==> config.mk <==
export PLATFORM = sky130hd
export DESIGN_NAME = register_bank_mp
export DESIGN_NICKNAME = d
export VERILOG_FILES = /design/src/rtl/register_bank_pkg.sv /design/src/rtl/register_bank_scoreboard.sv /design/src/rtl/register_bank_mp.sv
export SDC_FILE = /design/constraint.sdc
export NUM_CORES = 1
export LEC_CHECK = 0
export CORE_AREA = 4 4 339 341
export DETAILED_ROUTE_END_ITERATION = 8
export DIE_AREA = 0 0 343 345
export PLACE_DENSITY = 0.59
export SLEW_MARGIN = 20
export SYNTH_ARGS = -nofsm -noshare
export SYNTH_HDL_FRONTEND = slang
export SYNTH_HIERARCHICAL = 1
export SYNTH_SLANG_ARGS = --single-unit
==> constraint.sdc <==
create_clock -name clk -period 5.2 [get_ports clk]
set_input_delay 1.04 -clock clk [delete_from_list [all_inputs] [get_ports clk]]
set_output_delay 1.04 -clock clk [all_outputs]
set_load 0.02 [all_outputs]
==> src/rtl/register_bank_pkg.sv <==
// rtl/register_bank_pkg.sv - shared types and defaults for the multi-read-port register bank
package register_bank_pkg;

  typedef enum logic {
    CLEAR = 1'b0,
    RUN   = 1'b1
  } state_e;

  localparam int AWIDTH_DEF = 5;
  localparam int DWIDTH_DEF = 32;
  localparam int NREAD_DEF  = 2;
  localparam int NREAD_MAX  = 4;

endpackage

==> src/rtl/register_bank_scoreboard.sv <==
// rtl/register_bank_scoreboard.sv - per-register busy bits for pending writebacks
module register_bank_scoreboard
  import register_bank_pkg::*;
#(
  parameter int AWIDTH = AWIDTH_DEF,
  parameter int NREAD  = NREAD_DEF
) (
  input  logic                    clk,
  input  logic                    rst,
  input  logic                    en,
  input  logic                    wen,
  input  logic [AWIDTH-1:0]       waddr,
  input  logic                    rsv_en,
  input  logic [AWIDTH-1:0]       rsv_addr,
  input  logic [NREAD*AWIDTH-1:0] raddr,
  output logic [NREAD-1:0]        rbusy
);

  localparam int DEPTH = 1 << AWIDTH;

  logic [DEPTH-1:0]  busy_q;
  logic [DEPTH-1:0]  busy_d;
  logic [AWIDTH-1:0] ra;

  // Writeback clears, reserve sets; reserve is applied last so it wins on a collision.
  always_comb begin
    busy_d = busy_q;
    if (en) begin
      if (wen && (waddr != '0)) begin
        busy_d[waddr] = 1'b0;
      end
      if (rsv_en && (rsv_addr != '0)) begin
        busy_d[rsv_addr] = 1'b1;
      end
    end
    busy_d[0] = 1'b0;
  end

  // Busy vector register; reset drops every pending writeback.
  always_ff @(posedge clk) begin
    if (rst) begin
      busy_q <= '0;
    end else begin
      busy_q <= busy_d;
    end
  end

  // Per-port busy lookup; location 0 and a not-yet-ready bank always read idle.
  always_comb begin
    rbusy = '0;
    ra    = '0;
    for (int i = 0; i < NREAD; i++) begin
      ra       = raddr[i*AWIDTH +: AWIDTH];
      rbusy[i] = en && (ra != '0) && busy_q[ra];
    end
  end

endmodule

==> src/rtl/register_bank_mp.sv <==
// rtl/register_bank_mp.sv - multi-read-port register bank with clear sequencer; optional BYPASS_EN write-to-read bypass
module register_bank_mp
  import register_bank_pkg::*;
#(
  parameter int AWIDTH = AWIDTH_DEF,
  parameter int DWIDTH = DWIDTH_DEF,
  parameter int NREAD  = NREAD_DEF
) (
  input  logic                    clk,
  input  logic                    rst,
  input  logic [NREAD*AWIDTH-1:0] raddr,
  output logic [NREAD*DWIDTH-1:0] rdata,
  output logic [NREAD-1:0]        rbusy,
  input  logic                    wen,
  input  logic [AWIDTH-1:0]       waddr,
  input  logic [DWIDTH-1:0]       wdata,
  input  logic                    rsv_en,
  input  logic [AWIDTH-1:0]       rsv_addr,
  output logic                    ready,
  output logic                    err
);

  localparam int DEPTH = 1 << AWIDTH;

  if ((NREAD < 1) || (NREAD > NREAD_MAX)) begin : g_nread_check
    $error("register_bank_mp: NREAD must be in 1..4");
  end

  state_e            state_q, state_d;
  logic [AWIDTH-1:0] clr_addr_q, clr_addr_d;
  logic              err_q, err_d;

  logic              mem_we;
  logic [AWIDTH-1:0] mem_waddr;
  logic [DWIDTH-1:0] mem_wdata;
  logic [DWIDTH-1:0] mem_q [DEPTH];

  logic [NREAD-1:0]  sb_rbusy;
  logic [AWIDTH-1:0] ra;
  logic              hit;

  assign ready = (state_q == RUN);
  assign err   = err_q;

  // Clear sequencer and the single array write port it shares with writeback.
  always_comb begin
    state_d    = state_q;
    clr_addr_d = clr_addr_q;
    err_d      = 1'b0;
    mem_we     = 1'b0;
    mem_waddr  = waddr;
    mem_wdata  = wdata;
    if (rst) begin
      state_d    = CLEAR;
      clr_addr_d = AWIDTH'(1);
    end else begin
      case (state_q)
        CLEAR: begin
          mem_we     = 1'b1;
          mem_waddr  = clr_addr_q;
          mem_wdata  = '0;
          clr_addr_d = clr_addr_q + AWIDTH'(1);
          err_d      = wen | rsv_en;
          if (clr_addr_q == {AWIDTH{1'b1}}) begin
            state_d = RUN;
          end
        end
        RUN: begin
          mem_we = wen && (waddr != '0);
        end
        default: begin
          state_d = CLEAR;
        end
      endcase
    end
  end

  // Control registers; reset restarts the clear from location 1.
  always_ff @(posedge clk) begin
    if (rst) begin
      state_q    <= CLEAR;
      clr_addr_q <= AWIDTH'(1);
      err_q      <= 1'b0;
    end else begin
      state_q    <= state_d;
      clr_addr_q <= clr_addr_d;
      err_q      <= err_d;
    end
  end

  // Storage array; location 0 is never written and is masked on read.
  always_ff @(posedge clk) begin
    if (mem_we) begin
      mem_q[mem_waddr] <= mem_wdata;
    end
  end

  register_bank_scoreboard #(
    .AWIDTH (AWIDTH),
    .NREAD  (NREAD)
  ) u_scoreboard (
    .clk      (clk),
    .rst      (rst),
    .en       (ready),
    .wen      (wen),
    .waddr    (waddr),
    .rsv_en   (rsv_en),
    .rsv_addr (rsv_addr),
    .raddr    (raddr),
    .rbusy    (sb_rbusy)
  );

  // Read ports: zero while clearing or for location 0, optionally forwarding a same-cycle write.
  always_comb begin
    rdata = '0;
    rbusy = '0;
    ra    = '0;
    hit   = 1'b0;
    for (int i = 0; i < NREAD; i++) begin
      ra  = raddr[i*AWIDTH +: AWIDTH];
`ifdef BYPASS_EN
      hit = wen && (waddr == ra);
`else
      hit = 1'b0;
`endif
      if (ready && (ra != '0)) begin
        if (hit) begin
          rdata[i*DWIDTH +: DWIDTH] = wdata;
          rbusy[i]                  = rsv_en && (rsv_addr == ra);
        end else begin
          rdata[i*DWIDTH +: DWIDTH] = mem_q[ra];
          rbusy[i]                  = sb_rbusy[i];
        end
      end
    end
  end

endmodule

-- After elaboration in Yosys (flattened, before gate mapping)
Memory sizes are Yosys's and may differ from the RTL's.
Cells that the tools add are included.
- memory bits (writable): 1024
- memory bits (read-only): 0
- input port bits: 56
- memories: 1
- bits in latches: 0
- flip-flop bits (word level): 39
- logic and storage cells: 57
- output and inout port bits: 68
- memories (name ; depth ; bits a word ; rd ports ; clocked after memory_dff ; wr ports ; RTL line ; RTL):
    mem_q ; 32 ; 32 ; 2 ; 0 ; 1 ; register_bank_mp.sv:36 ; logic [DWIDTH-1:0] mem_q [DEPTH];
- bitwise gates (word level): 5
- reduce and logical (&&, ||, !) cells: 13
- muxes and demuxes: 25
- eq/ne operators: 1
- add/sub/neg operators: 1
- shift operators: 0
- $lt $le $gt $ge: 6
- divide/modulo/power cells: 0
- multiply operators: 0
- operator list (kind ; number):
    $mux W32 ; 7
    $and A32 B32 Y32 ; 1
    $not A32 Y32 ; 1
    $or A32 B32 Y32 ; 1
    $lt A5 B6 Y1 const B ; 4
    $reduce_bool A5 Y1 ; 4
    $mux W1 ; 11
    $bmux W1 S5 ; 2
    $demux W1 S5 ; 2
    $ge A5 B1 Y1 const B ; 2
    $mux W5 ; 2
    $logic_and A1 B1 Y1 ; 8
    $add A5 B1 Y5 const B ; 1
    $eq A5 B5 Y1 const B ; 1
    $pmux W1 S2 ; 1
    $reduce_or A2 Y1 ; 1
    $not A1 Y1 ; 1
    $or A1 B1 Y1 ; 1

-- Depth between registers and ports, before layout
- depth after elaboration: 10
- mapped depth: 8
- gate-level depth less buffers: 6

-- Hierarchy
The synthesis kept the hierarchy.
- modules (own cells, without submodules) (module ; cells an instance ; area each (um^2) ; times used ; sequential area each (um^2)):
    register_bank_mp ; 2899 ; 48273.8 ; 1 ; 30889.6
    register_bank_scoreboard ; 216 ; 1854.3 ; 1 ; 620.6

-- Worst setup path after synthesis
No wires, ideal clock.
- kind: in2reg
- from: input port rst
- to: memory mem_q[0][0] in the netlist's numbering, enable pin
- required time: 4779 ps
- arrival time: 3274 ps
- path buffers: 1
- setup time: 421 ps
- cell stages on the path: 4
- setup slack: 1505 ps
- cells stage by stage: or2_2 > buf_2 > o32a_1 > nor2_1
- cells in the longest elaborated chain, start to end: 3
- elaborated cells between the ends (all ways): 4
- those cells by class: mux (4)
- RTL lines (element ; RTL line ; RTL):
    start: declaration ; register_bank_mp.sv:10 ; input logic rst,
    $mux W1 ; register_bank_mp.sv:53 ; if (rst) begin
    $mux W1 ; register_bank_mp.sv:93 ; if (mem_we) begin
    $mux W1 (implied by the code) ; register_bank_mp.sv:94 ; mem_q[mem_waddr] <= mem_wdata;
    end: declaration ; register_bank_mp.sv:36 ;
Several ways; a longest one is shown, not always the timed one.

-- Worst setup path in the final report
- from: input port raddr[8]
- to: output port rdata[62]
- cells in the longest elaborated chain, start to end: 3
- elaborated cells between the ends (all ways): 4
- those cells by class: mux (1); reduce/logical (2); memory (1)
- RTL lines (element ; RTL line ; RTL):
    start: declaration ; register_bank_mp.sv:11 ; input logic [NREAD*AWIDTH-1:0] raddr,
    branches (longest 2 deep; another with $mem_v2 Z32 W32) ; -- ;
    $mux W32 (*) ; register_bank_mp.sv:126 ; if (ready && (ra != '0)) begin
    end: declaration ; register_bank_mp.sv:12 ; output logic [NREAD*DWIDTH-1:0] rdata,
Mark *: on every way between the ends.

==> impl_metrics.env <==
export IMPL_wl_per_cell_um=34.93
export IMPL_port_buffers=123
export IMPL_path_clk_slew_ns=0.06
export IMPL_die_x_um=343
export IMPL_end_kind="primary output"
export IMPL_startpoint_type="input port"
export IMPL_rsz0062_at_grt="false"
export IMPL_dr_pass1_iters=8
export IMPL_maxSlewHeadroom_pct=25.37
export IMPL_r2r_start="ready$_SDFF_PP0_"
export IMPL_fin_nets=3344
export IMPL_skew_ns=0.02638
export IMPL_synth_top_area_cell="edfxtp_1"
export IMPL_syn_inst=3115
export IMPL_met3_length_um=17630
export IMPL_hold_viol=0
export IMPL_outcome="complete, no violations"
export IMPL_ys_flop_type="edfxtp_1"
export IMPL_grt_max_degree=84
export IMPL_ys_seq_elements=1062
export IMPL_area_growth_syn_to_layout_pct=15.07
export IMPL_cts_resized=0
export IMPL_fmax_ghz=0.2092
export IMPL_r2r_slack_ns=1.80
export IMPL_syn_nets=3173
export IMPL_regToRegEndpoint="mem_q[26][27]$_DFFE_PP_"
export IMPL_clockBufferDepth=3
export IMPL_grt_pass1_vias=32900
export IMPL_p_per_area_mw_per_mm2=323.7
export IMPL_globalplace_congestion=0.8707
export IMPL_die_y_um=345
export IMPL_drt_iter0_drc=4321
export IMPL_grt_pass1_wl_um=240600
export IMPL_ys_types=50
export IMPL_drt_vias_per_instance=6.661
export IMPL_worstPathMaxFanout=24
export IMPL_worstPathRequired_ns=4.16
export IMPL_cts_sinks=1062
export IMPL_peakVddDrop_mv=0.2458
export IMPL_place_area_mm2=0.05419
export IMPL_synth_top_area_share_pct=61.34
export IMPL_rows=123
export IMPL_drive_above_1_share_pct=20.53
export IMPL_worstHoldPathCells=2
export IMPL_clock_latency_ns=0.70
export IMPL_synth_area_top_cells="edfxtp_1 61%, mux2i_1 12%, mux4_2 10%, a22oi_1 5.1%, dfxtp_1 1.5%"
export IMPL_overflow=0
export IMPL_cp_arrival_ns=3.74
export IMPL_holdBufCountCts=0
export IMPL_num_antenna_cells=0
export IMPL_post_cts_buffers=0
export IMPL_coreArea_mm2=0.1119
export IMPL_cts_tree="done"
export IMPL_holdCritStartpoint="u_scoreboard/busy_q[25]$_SDFFE_PP0P_"
export IMPL_cts_htree_levels=3
export IMPL_initial_core_util_pct=44.80
export IMPL_antenna_found_initial=4
export IMPL_worst_slew_pin_transition_ns=1.119
export IMPL_setup_tns_ns=0
export IMPL_r2r_cells=6
export IMPL_power_leakage_nw=19.90
export IMPL_met1Wirelength_um=66640
export IMPL_cts_buffers=108
export IMPL_cts_root_buf="clkbuf_16"
export IMPL_stdcell_area_mm2=0.05768
export IMPL_dieArea_mm2=0.1183
export IMPL_dr_wl_met2_um=80210
export IMPL_syn_avg_cell_area_um2=16.09
export IMPL_path_class="in2out"
export IMPL_yosysWarnings=6
export IMPL_hold_end="u_scoreboard/busy_q[25]$_SDFFE_PP0P_"
export IMPL_ant_nets=0
export IMPL_finalSetupViolations=0
export IMPL_hp_class="reg2reg"
export IMPL_maxUsedRoutingLayer="met5"
export IMPL_synth_edf_count=1024
export IMPL_boundaryPins=124
export IMPL_report_final_slew_viol_count=0
export IMPL_vias=32480
export IMPL_period_share_pct=91.90
export IMPL_netlist_area_mm2=0.05013
export IMPL_fin_crit_ns=4.779
export IMPL_synthArstFlopShare_pct=0
export IMPL_dp_hpwl_um=104600
export IMPL_detail_route_wirelength_um=170300
export IMPL_ys_seq_area_share_pct=62.86
export IMPL_track_usage_pct=28.32
export IMPL_maxCapViolations=0
export IMPL_drc=0
## sequential cells by signal, summed over array words and instances, names as in the netlist
signal,flops
clr_addr_q,5
err,1
mem_q,1024
u_scoreboard/busy_q,31
ready,1
## cell families after synthesis
| group | after synthesis | share of synthesized area (%) |
|---|---|---|
| buf+inv | 246 | 2.663 |
| flops | 1062 | 62.86 |
| simple gates | 496 | 5.304 |
| compound gates | 480 | 6.559 |
| fa+ha+maj | 2 | 0.04991 |
| mux | 826 | 22.51 |
| xor+xnor | 3 | 0.05243 |
## routing by layer
layer	vias up	GRT usage, %
met1	16930	39.47
met5	-	0
met2	2023	44.94
met4	4	9.561
met3	353	5.370
li1	13170	-
## worst max path at each step
stage / cells past startpoint / from / endpoint / slack (ns)
floorplan: 4 / rst / mem_q[0][0]$_DFFE_PP_ / 1.50
global placement: 7 / raddr[8] / rdata[62] / 0.52
detailed placement: 6 / raddr[3] / rdata[7] / 0.44
CTS: 6 / raddr[3] / rdata[7] / 0.43
global route: 7 / raddr[8] / rdata[62] / 0.36
finish: 7 / raddr[8] / rdata[62] / 0.42
## report_power, final
group / total [mW] / internal (mW) / leakage [nW] / switching, mW
clock network: 7.73 / 4.40 / 1.70 / 3.33
registers: 9.52 / 9.48 / 9.68 / 0.0387
logic: 1.43 / 0.537 / 8.53 / 0.892
## Yosys cell counts (13+ instances only)
| cell | count |
|---|---|
| nand2b_1 | 13 |
| a21oi_1 | 96 |
| nand4_1 | 62 |
| nand2_1 | 74 |
| edfxtp_1 | 1024 |
| mux4_2 | 233 |
| mux2i_1 | 584 |
| nor2_1 | 60 |
| and3_1 | 51 |
| clkbuf_1 | 82 |
| and2_1 | 39 |
| nand3_1 | 150 |
| buf_4 | 19 |
| o21ai_0 | 34 |
| buf_2 | 116 |
| buf_6 | 26 |
| dfxtp_1 | 38 |
| a22oi_1 | 338 |
## critical path, stage by stage
cell	delay, ns
clkdlybuf4s50_1	0.88
nor4bb_4	0.45
buf_12	0.29
a22o_1	0.20
a31oi_1	0.05
nand3_1	0.17
clkdlybuf4s50_1	0.64
## through the flow
stage | power, mW | hold slack, ns | setup slack (ns) | util [%] | instances
5_1_grt | 19.20 | 0.5275 | 0.3635 | 51.56 | 4876
3_3_place_gp | 11.07 | 0.4749 | 0.5232 | 48.41 | 4673
4_1_cts | 18.75 | 0.4985 | 0.4329 | 51.53 | 4875
6_report | 18.67 | 0.4993 | 0.4210 | 51.56 | 4876
3_5_place_dp | 11.10 | 0.4896 | 0.4420 | 48.43 | 4675
2_1_floorplan | 10.55 | 0.4524 | 1.505 | - | 3115
## cell type report
cell class	instances	area, um^2
timing repair buffer	307	3146
clock buffer	137	2875
fill	8977	54200
clock inverter	63	589.3
multi-input combinational	1807	17690
tap	1500	1877
sequential	1062	31510
## cells in the final DEF (no fill, tap or decap), drive strengths merged, types with 6 or more instances in the layout
| cell | Yosys | final |
|---|---|---|
| inv | 0 | 6 |
| nand3 | 150 | 150 |
| mux4 | 239 | 239 |
| nor2b | 12 | 12 |
| and3 | 51 | 51 |
| buf | 164 | 225 |
| nor2 | 62 | 62 |
| o21ai | 34 | 34 |
| edfxtp | 1024 | 1024 |
| clkbuf | 82 | 139 |
| nand3b | 7 | 7 |
| nand2b | 13 | 13 |
| a22oi | 338 | 338 |
| nand4 | 62 | 62 |
| clkdlybuf4s50 | 0 | 80 |
| a21oi | 96 | 96 |
| dfxtp | 38 | 38 |
| mux2i | 584 | 584 |
| and2 | 40 | 40 |
| bufinv | 0 | 10 |
| clkinv | 0 | 44 |
| nand2 | 74 | 74 |
Note: power is estimated with default switching activity, not from simulation.
